**src/rtl/game_round_sequencer_if.sv**
```systemverilog
// Control bundle between the game sequencer and its surroundings:
// button shapers, access control, RNGs, digit timer and score registers.
interface game_round_sequencer_if;
  logic       start;
  logic [1:0] level_sel;
  logic       logged_in;
  logic       abort;
  logic       player_load;
  logic       timer_timeout;
  logic       verify_ok;
  logic       rng_load;
  logic       rng2_load;
  logic       timer_load;
  logic       timer_enable;
  logic [3:0] timer_tens;
  logic [3:0] timer_units;
  logic       player_load_final;
  logic       clear_score;
  logic [3:0] round_cnt;
  logic [3:0] hits;
  logic       busy;
  logic       done;

  modport slave (
    input  start, level_sel, logged_in, abort, player_load, timer_timeout, verify_ok,
    output rng_load, rng2_load, timer_load, timer_enable, timer_tens, timer_units,
           player_load_final, clear_score, round_cnt, hits, busy, done
  );

  modport master (
    output start, level_sel, logged_in, abort, player_load, timer_timeout, verify_ok,
    input  rng_load, rng2_load, timer_load, timer_enable, timer_tens, timer_units,
           player_load_final, clear_score, round_cnt, hits, busy, done
  );
endinterface

```
**src/rtl/game_round_sequencer.sv**
```systemverilog
// Multi-round game sequencer: fires the RNGs, arms the countdown timer, waits
// for a player entry or timeout, samples the verifier and counts hits per game.
module game_round_sequencer #(
  parameter int ROUNDS   = 5,
  parameter int L2_TENS  = 1,
  parameter int L2_UNITS = 5,
  parameter int L3_TENS  = 2,
  parameter int L3_UNITS = 0
) (
  input  logic                  clk,
  input  logic                  rst,
  game_round_sequencer_if.slave bus
);

  typedef enum logic [3:0] {
    S_IDLE  = 4'd0,
    S_CLEAR = 4'd1,
    S_GEN   = 4'd2,
    S_ARM   = 4'd3,
    S_WAIT  = 4'd4,
    S_LATCH = 4'd5,
    S_CHECK = 4'd6,
    S_NEXT  = 4'd7,
    S_DONE  = 4'd8
  } state_t;

  localparam logic [3:0] ROUNDS_C   = 4'(ROUNDS);
  localparam logic [3:0] L2_TENS_C  = 4'(L2_TENS);
  localparam logic [3:0] L2_UNITS_C = 4'(L2_UNITS);
  localparam logic [3:0] L3_TENS_C  = 4'(L3_TENS);
  localparam logic [3:0] L3_UNITS_C = 4'(L3_UNITS);

  state_t     state_q, state_d;
  logic       level3_q, level3_d;
  logic [3:0] round_cnt_q, round_cnt_d;
  logic [3:0] hits_q, hits_d;

  logic       rng_load_q, rng_load_d;
  logic       rng2_load_q, rng2_load_d;
  logic       timer_load_q, timer_load_d;
  logic       timer_enable_q, timer_enable_d;
  logic [3:0] timer_tens_q, timer_tens_d;
  logic [3:0] timer_units_q, timer_units_d;
  logic       player_load_final_q, player_load_final_d;
  logic       clear_score_q, clear_score_d;
  logic       busy_q, busy_d;
  logic       done_q, done_d;

  logic kill;
  logic level_valid;
  logic start_ok;

  // Losing the login is treated exactly like an abort, from any state.
  assign kill        = bus.abort | ~bus.logged_in;
  assign level_valid = (bus.level_sel == 2'b01) || (bus.level_sel == 2'b10);
  assign start_ok    = bus.start & bus.logged_in & level_valid;

  always_comb begin
    state_d     = state_q;
    level3_d    = level3_q;
    round_cnt_d = round_cnt_q;
    hits_d      = hits_q;
    if (kill) begin
      state_d     = S_IDLE;
      round_cnt_d = 4'd0;
      hits_d      = 4'd0;
    end else begin
      case (state_q)
        S_IDLE, S_DONE: begin
          if (start_ok) begin
            level3_d = (bus.level_sel == 2'b10);
            state_d  = S_CLEAR;
          end
        end
        S_CLEAR: begin
          round_cnt_d = 4'd0;
          hits_d      = 4'd0;
          state_d     = S_GEN;
        end
        S_GEN:   state_d = S_ARM;
        S_ARM:   state_d = S_WAIT;
        S_WAIT: begin
          // A player entry in the same cycle as the timeout still counts.
          if (bus.player_load) begin
            state_d = S_LATCH;
          end else if (bus.timer_timeout) begin
            state_d = S_NEXT;
          end
        end
        S_LATCH: state_d = S_CHECK;
        S_CHECK: begin
          if (bus.verify_ok) begin
            hits_d = hits_q + 4'd1;
          end
          state_d = S_NEXT;
        end
        S_NEXT: begin
          round_cnt_d = round_cnt_q + 4'd1;
          state_d     = (round_cnt_q + 4'd1 == ROUNDS_C) ? S_DONE : S_GEN;
        end
        default: state_d = S_IDLE;
      endcase
    end
  end

  // Outputs are decoded from the next state so they are registered yet
  // coincide with the state they belong to.
  always_comb begin
    rng_load_d          = (state_d == S_GEN);
    rng2_load_d         = (state_d == S_GEN) && level3_d;
    timer_load_d        = (state_d == S_ARM);
    timer_enable_d      = (state_d == S_WAIT);
    player_load_final_d = (state_d == S_LATCH);
    clear_score_d       = (state_d == S_CLEAR);
    busy_d              = (state_d != S_IDLE) && (state_d != S_DONE);
    done_d              = (state_d == S_DONE);
    timer_tens_d        = 4'd0;
    timer_units_d       = 4'd0;
    if ((state_d == S_ARM) || (state_d == S_WAIT)) begin
      timer_tens_d  = level3_d ? L3_TENS_C  : L2_TENS_C;
      timer_units_d = level3_d ? L3_UNITS_C : L2_UNITS_C;
    end
  end

  always_ff @(posedge clk or negedge rst) begin
    if (!rst) begin
      state_q             <= S_IDLE;
      level3_q            <= 1'b0;
      round_cnt_q         <= 4'd0;
      hits_q              <= 4'd0;
      rng_load_q          <= 1'b0;
      rng2_load_q         <= 1'b0;
      timer_load_q        <= 1'b0;
      timer_enable_q      <= 1'b0;
      timer_tens_q        <= 4'd0;
      timer_units_q       <= 4'd0;
      player_load_final_q <= 1'b0;
      clear_score_q       <= 1'b0;
      busy_q              <= 1'b0;
      done_q              <= 1'b0;
    end else begin
      state_q             <= state_d;
      level3_q            <= level3_d;
      round_cnt_q         <= round_cnt_d;
      hits_q              <= hits_d;
      rng_load_q          <= rng_load_d;
      rng2_load_q         <= rng2_load_d;
      timer_load_q        <= timer_load_d;
      timer_enable_q      <= timer_enable_d;
      timer_tens_q        <= timer_tens_d;
      timer_units_q       <= timer_units_d;
      player_load_final_q <= player_load_final_d;
      clear_score_q       <= clear_score_d;
      busy_q              <= busy_d;
      done_q              <= done_d;
    end
  end

  assign bus.rng_load          = rng_load_q;
  assign bus.rng2_load         = rng2_load_q;
  assign bus.timer_load        = timer_load_q;
  assign bus.timer_enable      = timer_enable_q;
  assign bus.timer_tens        = timer_tens_q;
  assign bus.timer_units       = timer_units_q;
  assign bus.player_load_final = player_load_final_q;
  assign bus.clear_score       = clear_score_q;
  assign bus.round_cnt         = round_cnt_q;
  assign bus.hits              = hits_q;
  assign bus.busy              = busy_q;
  assign bus.done              = done_q;

endmodule

```
**src/flat_wrapper.sv**
```systemverilog
// flat-port wrapper written by rule: the top's interface ports become plain ports
module game_round_sequencer_flat 
#(
  parameter int ROUNDS   = 5,
  parameter int L2_TENS  = 1,
  parameter int L2_UNITS = 5,
  parameter int L3_TENS  = 2,
  parameter int L3_UNITS = 0
)
  (clk, rst, bus_start, bus_level_sel, bus_logged_in, bus_abort, bus_player_load, bus_timer_timeout, bus_verify_ok, bus_rng_load, bus_rng2_load, bus_timer_load, bus_timer_enable, bus_timer_tens, bus_timer_units, bus_player_load_final, bus_clear_score, bus_round_cnt, bus_hits, bus_busy, bus_done);
  game_round_sequencer_if bus_i ();
  input  logic clk;
  input  logic rst;
  input wire logic [$bits(bus_i.start)-1:0] bus_start;
  input wire logic [$bits(bus_i.level_sel)-1:0] bus_level_sel;
  input wire logic [$bits(bus_i.logged_in)-1:0] bus_logged_in;
  input wire logic [$bits(bus_i.abort)-1:0] bus_abort;
  input wire logic [$bits(bus_i.player_load)-1:0] bus_player_load;
  input wire logic [$bits(bus_i.timer_timeout)-1:0] bus_timer_timeout;
  input wire logic [$bits(bus_i.verify_ok)-1:0] bus_verify_ok;
  output wire logic [$bits(bus_i.rng_load)-1:0] bus_rng_load;
  output wire logic [$bits(bus_i.rng2_load)-1:0] bus_rng2_load;
  output wire logic [$bits(bus_i.timer_load)-1:0] bus_timer_load;
  output wire logic [$bits(bus_i.timer_enable)-1:0] bus_timer_enable;
  output wire logic [$bits(bus_i.timer_tens)-1:0] bus_timer_tens;
  output wire logic [$bits(bus_i.timer_units)-1:0] bus_timer_units;
  output wire logic [$bits(bus_i.player_load_final)-1:0] bus_player_load_final;
  output wire logic [$bits(bus_i.clear_score)-1:0] bus_clear_score;
  output wire logic [$bits(bus_i.round_cnt)-1:0] bus_round_cnt;
  output wire logic [$bits(bus_i.hits)-1:0] bus_hits;
  output wire logic [$bits(bus_i.busy)-1:0] bus_busy;
  output wire logic [$bits(bus_i.done)-1:0] bus_done;
  assign bus_i.start = bus_start;
  assign bus_i.level_sel = bus_level_sel;
  assign bus_i.logged_in = bus_logged_in;
  assign bus_i.abort = bus_abort;
  assign bus_i.player_load = bus_player_load;
  assign bus_i.timer_timeout = bus_timer_timeout;
  assign bus_i.verify_ok = bus_verify_ok;
  assign bus_rng_load = bus_i.rng_load;
  assign bus_rng2_load = bus_i.rng2_load;
  assign bus_timer_load = bus_i.timer_load;
  assign bus_timer_enable = bus_i.timer_enable;
  assign bus_timer_tens = bus_i.timer_tens;
  assign bus_timer_units = bus_i.timer_units;
  assign bus_player_load_final = bus_i.player_load_final;
  assign bus_clear_score = bus_i.clear_score;
  assign bus_round_cnt = bus_i.round_cnt;
  assign bus_hits = bus_i.hits;
  assign bus_busy = bus_i.busy;
  assign bus_done = bus_i.done;
  game_round_sequencer #(.ROUNDS(ROUNDS), .L2_TENS(L2_TENS), .L2_UNITS(L2_UNITS), .L3_TENS(L3_TENS), .L3_UNITS(L3_UNITS)) u_core (.clk(clk), .rst(rst), .bus(bus_i));
endmodule
```
**config.mk**
```make
export PLATFORM = sky130hd
export DESIGN_NAME = game_round_sequencer_flat
export DESIGN_NICKNAME = d
export VERILOG_FILES = /design/src/rtl/game_round_sequencer_if.sv /design/src/rtl/game_round_sequencer.sv /design/src/flat_wrapper.sv
export SDC_FILE = /design/constraint.sdc
export NUM_CORES = 1
export LEC_CHECK = 0
export BUFFER_PORTS_ARGS = -buffer_cell sky130_fd_sc_hd__buf_2
export CAP_MARGIN = 0
export CORE_ASPECT_RATIO = 0.7
export CORE_UTILIZATION = 40
export CTS_CLUSTER_DIAMETER = 200
export DETAILED_ROUTE_END_ITERATION = 12
export GPL_TIMING_DRIVEN = 0
export PLACE_DENSITY_LB_ADDON = 0.2
export SYNTH_ARGS = -nofsm -noshare
export SYNTH_HDL_FRONTEND = slang
export SYNTH_SLANG_ARGS = --single-unit
```
**constraint.sdc**
```tcl
create_clock -name clk -period 4.52 [get_ports clk]
set_input_delay 1.356 -clock clk [delete_from_list [all_inputs] [get_ports clk]]
set_output_delay 1.356 -clock clk [all_outputs]
set_load 0.05 [all_outputs]
```
==> impl_metrics.csv <==
group,metric,value,unit
sta,fin_crit,2.59,ns
synth,synth_flop_cell,"dfrtp_1",
worst_setup_path,reg2reg_to,"u_core.bus.timer_tens[1]",
sta,worst_pin_slew,0.517,ns
placement,placedCellCount,186,
clocking,clk_path_buf_depth,2,
worst_setup_path,rr_worst_depth,6,
pwr,p_leak,0.794,nW
worst_setup_path,ff2ff_setup_slack,2.65,ns
synth,synth-seq-cells,23,
sta,setup_ws,1.93,ns
detailed_routing,drt_iter0_drc,28,
detailed_routing,routed_via_density,5.03,
placement,dp_slack,1.66,ns
floorplanning,die_h,48.0,µm
worst_setup_path,slowest_delay,0.35,ns
synth,synth.distinct_cells,43,
synth,synth-edff-count,0,
finish,regArea,576,µm²
pwr,total_power,372,µW
synth,synth_top_family_by_area,"simple AND/OR/NAND/NOR gates",
floorplanning,die_width,67.7,µm
synth,seq_area_frac_synth,47.7,%
worst_setup_path,worstPathCellList,"buf_2, inv_1, ha_1, nand3b_1, nor2_1, o21ai_2, or3_4, a21oi_1",
run,drv_cap,0,
clocking,cts_setup_buffers,0,
worst_setup_path,crit_path_top_delay_cell,"or3_4",
clocking,cts_made_buffers,3,
pwr,peakVddDrop,0.149,mV
clocking,clk_pin_slew,0.08,ns
global_routing,grt_pass1_wl,3550,µm
global_routing,first_global_vias,803,
worst_setup_path,worstSetupEndpointType,"flop",
worst_setup_path,cp-start-kind,"input port",
finish,final_util,51.6,%
global_routing,antenna_found_initial,0,
synth,synth_mux_area_share,0.829,%
placement,hpwl,1780,µm
clocking,clk_latency,0.26,ns
floorplanning,dieArea,0.00325,mm²
synth,synthArstFlopShare,100,%
global_routing,grt_usage,15.4,%
clocking,cts_tree,"done",
pwr,cellPowerDensity,256,mW/mm²
worst_setup_path,cp.arrival,2.78,ns
finish,final_cells,190,
finish,layout.nets,169,
finish,antenna_cells,0,
placement,io_buffers,29,
synth,synth_compound_area_share,13.0,%
status,status,"complete, no violations",
detailed_routing,ant_nets,0,
synth,syn_area,0.00121,mm²
clocking,cts.sinks,23,
finish,syn2layout_area_growth,20.5,%
worst_setup_path,crit_path_start,"bus_level_sel[0]",
synth,syn_avg_cell_area,10.2,µm²
detailed_routing,post_drt_wl_per_cell,12.2,µm
synth,yosys.area_share.simple,22.8,%
global_routing,grt_overflow,0,
worst_setup_path,crit_end,"u_core.bus.timer_tens[1]",
sta,max_slew_margin,65.5,%
floorplanning,fp-row-count,16,
sta,rsz0062_at_grt,"false",
global_routing,grt_max_degree,24,
detailed_routing,num_vias,955,
detailed_routing,dr.pass1.iters,4,
synth,syn_inst,118,
worst_setup_path,worstPathMaxFanout,5,
finish,layout-drive-gt1-share,31.2,%
floorplanning,start_util,42.8,%
sta,fin_crit_sh,57.3,%
finish,final_common_cell,"buf_2",
worst_hold_path,hold_path.class,"flop to flop",
synth,synth_fa_ha_area_share,4.15,%
sta,final_max_slew_viol_count,0,
floorplanning,core,0.00282,mm²
finish,layout_common_cells,"buf_2 (29), dfrtp_1 (23), inv_1 (9), nand2_1 (9), nor2_1 (8)",
worst_setup_path,critical_path_class,"input port to flop",
floorplanning,ioPinCount,34,
detailed_routing,drc,0,
clocking,h-tree-depth,1,
sta,fin_worst_skew,0.00551,ns
clocking,ctsHoldBuffers,0,
synth,synth_xor_area_share,2.90,%
detailed_routing,finalWirelength,2320,µm
sta,max_freq,0.386,GHz
finish,fill_cells,263,
clocking,root_buffer,"clkbuf_8",
worst_setup_path,crit_required,4.71,ns
sta,setup_viol,0,
finish,multi_input_comb_area,542,µm²
sta,setup_tns,0,ns
synth,ys_warn_count,0,
worst_setup_path,reg2reg_from,"u_core.bus.round_cnt[0]",
sta,final-hold-violation-count,0,
clocking,cts_resized,0,
placement,gp_congestion,0.772,
[metrics by stage]
step / hold WS (ns) / cell area, µm²
detailed placement: 0.529 / 1410
finish: 0.543 / 1460
global route: 0.589 / 1460
floorplan: 0.485 / 1220
CTS: 0.552 / 1460
global placement: 0.512 / 1410
[state kept, by name, summed over array words and instances, names as in the netlist, 2 cells and up]
register	flops
u_core.state_q	4
u_core.bus.hits	4
u_core.bus.timer_tens	2
u_core.bus.round_cnt	4
[synth_stat cells, types with 2 or more instances]
master,n,area (µm²)
nand2b_1,3,18.8
nand3_1,3,15.0
o21ai_1,3,15.0
a21oi_1,4,20.0
o21ai_0,2,10.0
or3_4,2,22.5
ha_1,4,50.1
nor3_2,2,20.0
nand2_1,9,33.8
o31ai_1,2,15.0
nor2b_1,3,18.8
dfrtp_1,23,576
and3b_1,2,17.5
nor2_1,8,30.0
nor3_1,3,15.0
xor2_1,4,35.0
inv_1,9,33.8
buf_4,7,52.6
[layout make-up]
cell class	count	area share [%]
flip-flops and latches	23	39.6
clock inverters	1	0.344
well taps	36	3.10
plain buffers	9	4.64
inverters	9	2.32
repair buffers	29	9.97
clock buffers	3	2.84
multi-input cells	80	37.2
[how the worst min path moves through the flow]
stage / from / to / cells after the start / slack, ns
after floorplan: u_core.level3_q / u_core.level3_q / 2 / 0.48
after detailed placement: u_core.bus.hits[1] / u_core.bus.hits[1] / 2 / 0.53
after global routing: u_core.level3_q / u_core.level3_q / 2 / 0.59
final: u_core.bus.hits[1] / u_core.bus.hits[1] / 2 / 0.54
after CTS: u_core.bus.hits[1] / u_core.bus.hits[1] / 2 / 0.55
after global placement: u_core.bus.hits[1] / u_core.bus.hits[1] / 2 / 0.51
[worst max-delay path: cells and delay by family]
family,cells,cell delay [ns]
AND/OR/NAND/NOR,3,0.81
AO/OA/AOI/OAI,2,0.25
adder cells (fa/ha/maj),1,0.26
buffers and inverters,2,0.10
[power by group]
| part | switching, mW | internal [mW] |
|---|---|---|
| clock network | 0.0629 | 0.0614 |
| registers | 0.000635 | 0.208 |
| logic | 0.0270 | 0.0119 |
| total | 0.0906 | 0.282 |
[kinds of logic (layout without fill, tap and decap cells)]
logic type | count (synthesis) | in the layout
fa+ha+maj | 4 | 4
simple gates | 46 | 46
buf+inv | 18 | 51
other cells | 1 | 4
mux | 1 | 1
compound gates | 21 | 21
xor+xnor | 4 | 4
flops | 23 | 23
[layer usage]
metal	vias up	share of wire (%)	track usage, %
met1	447	48	21.4
li1	475	-	-
met2	33	46	23.4
met5	-	0	0
met3	0	6.4	5.00
met4	0	0	3.40
(Power assumes the default switching activity.)
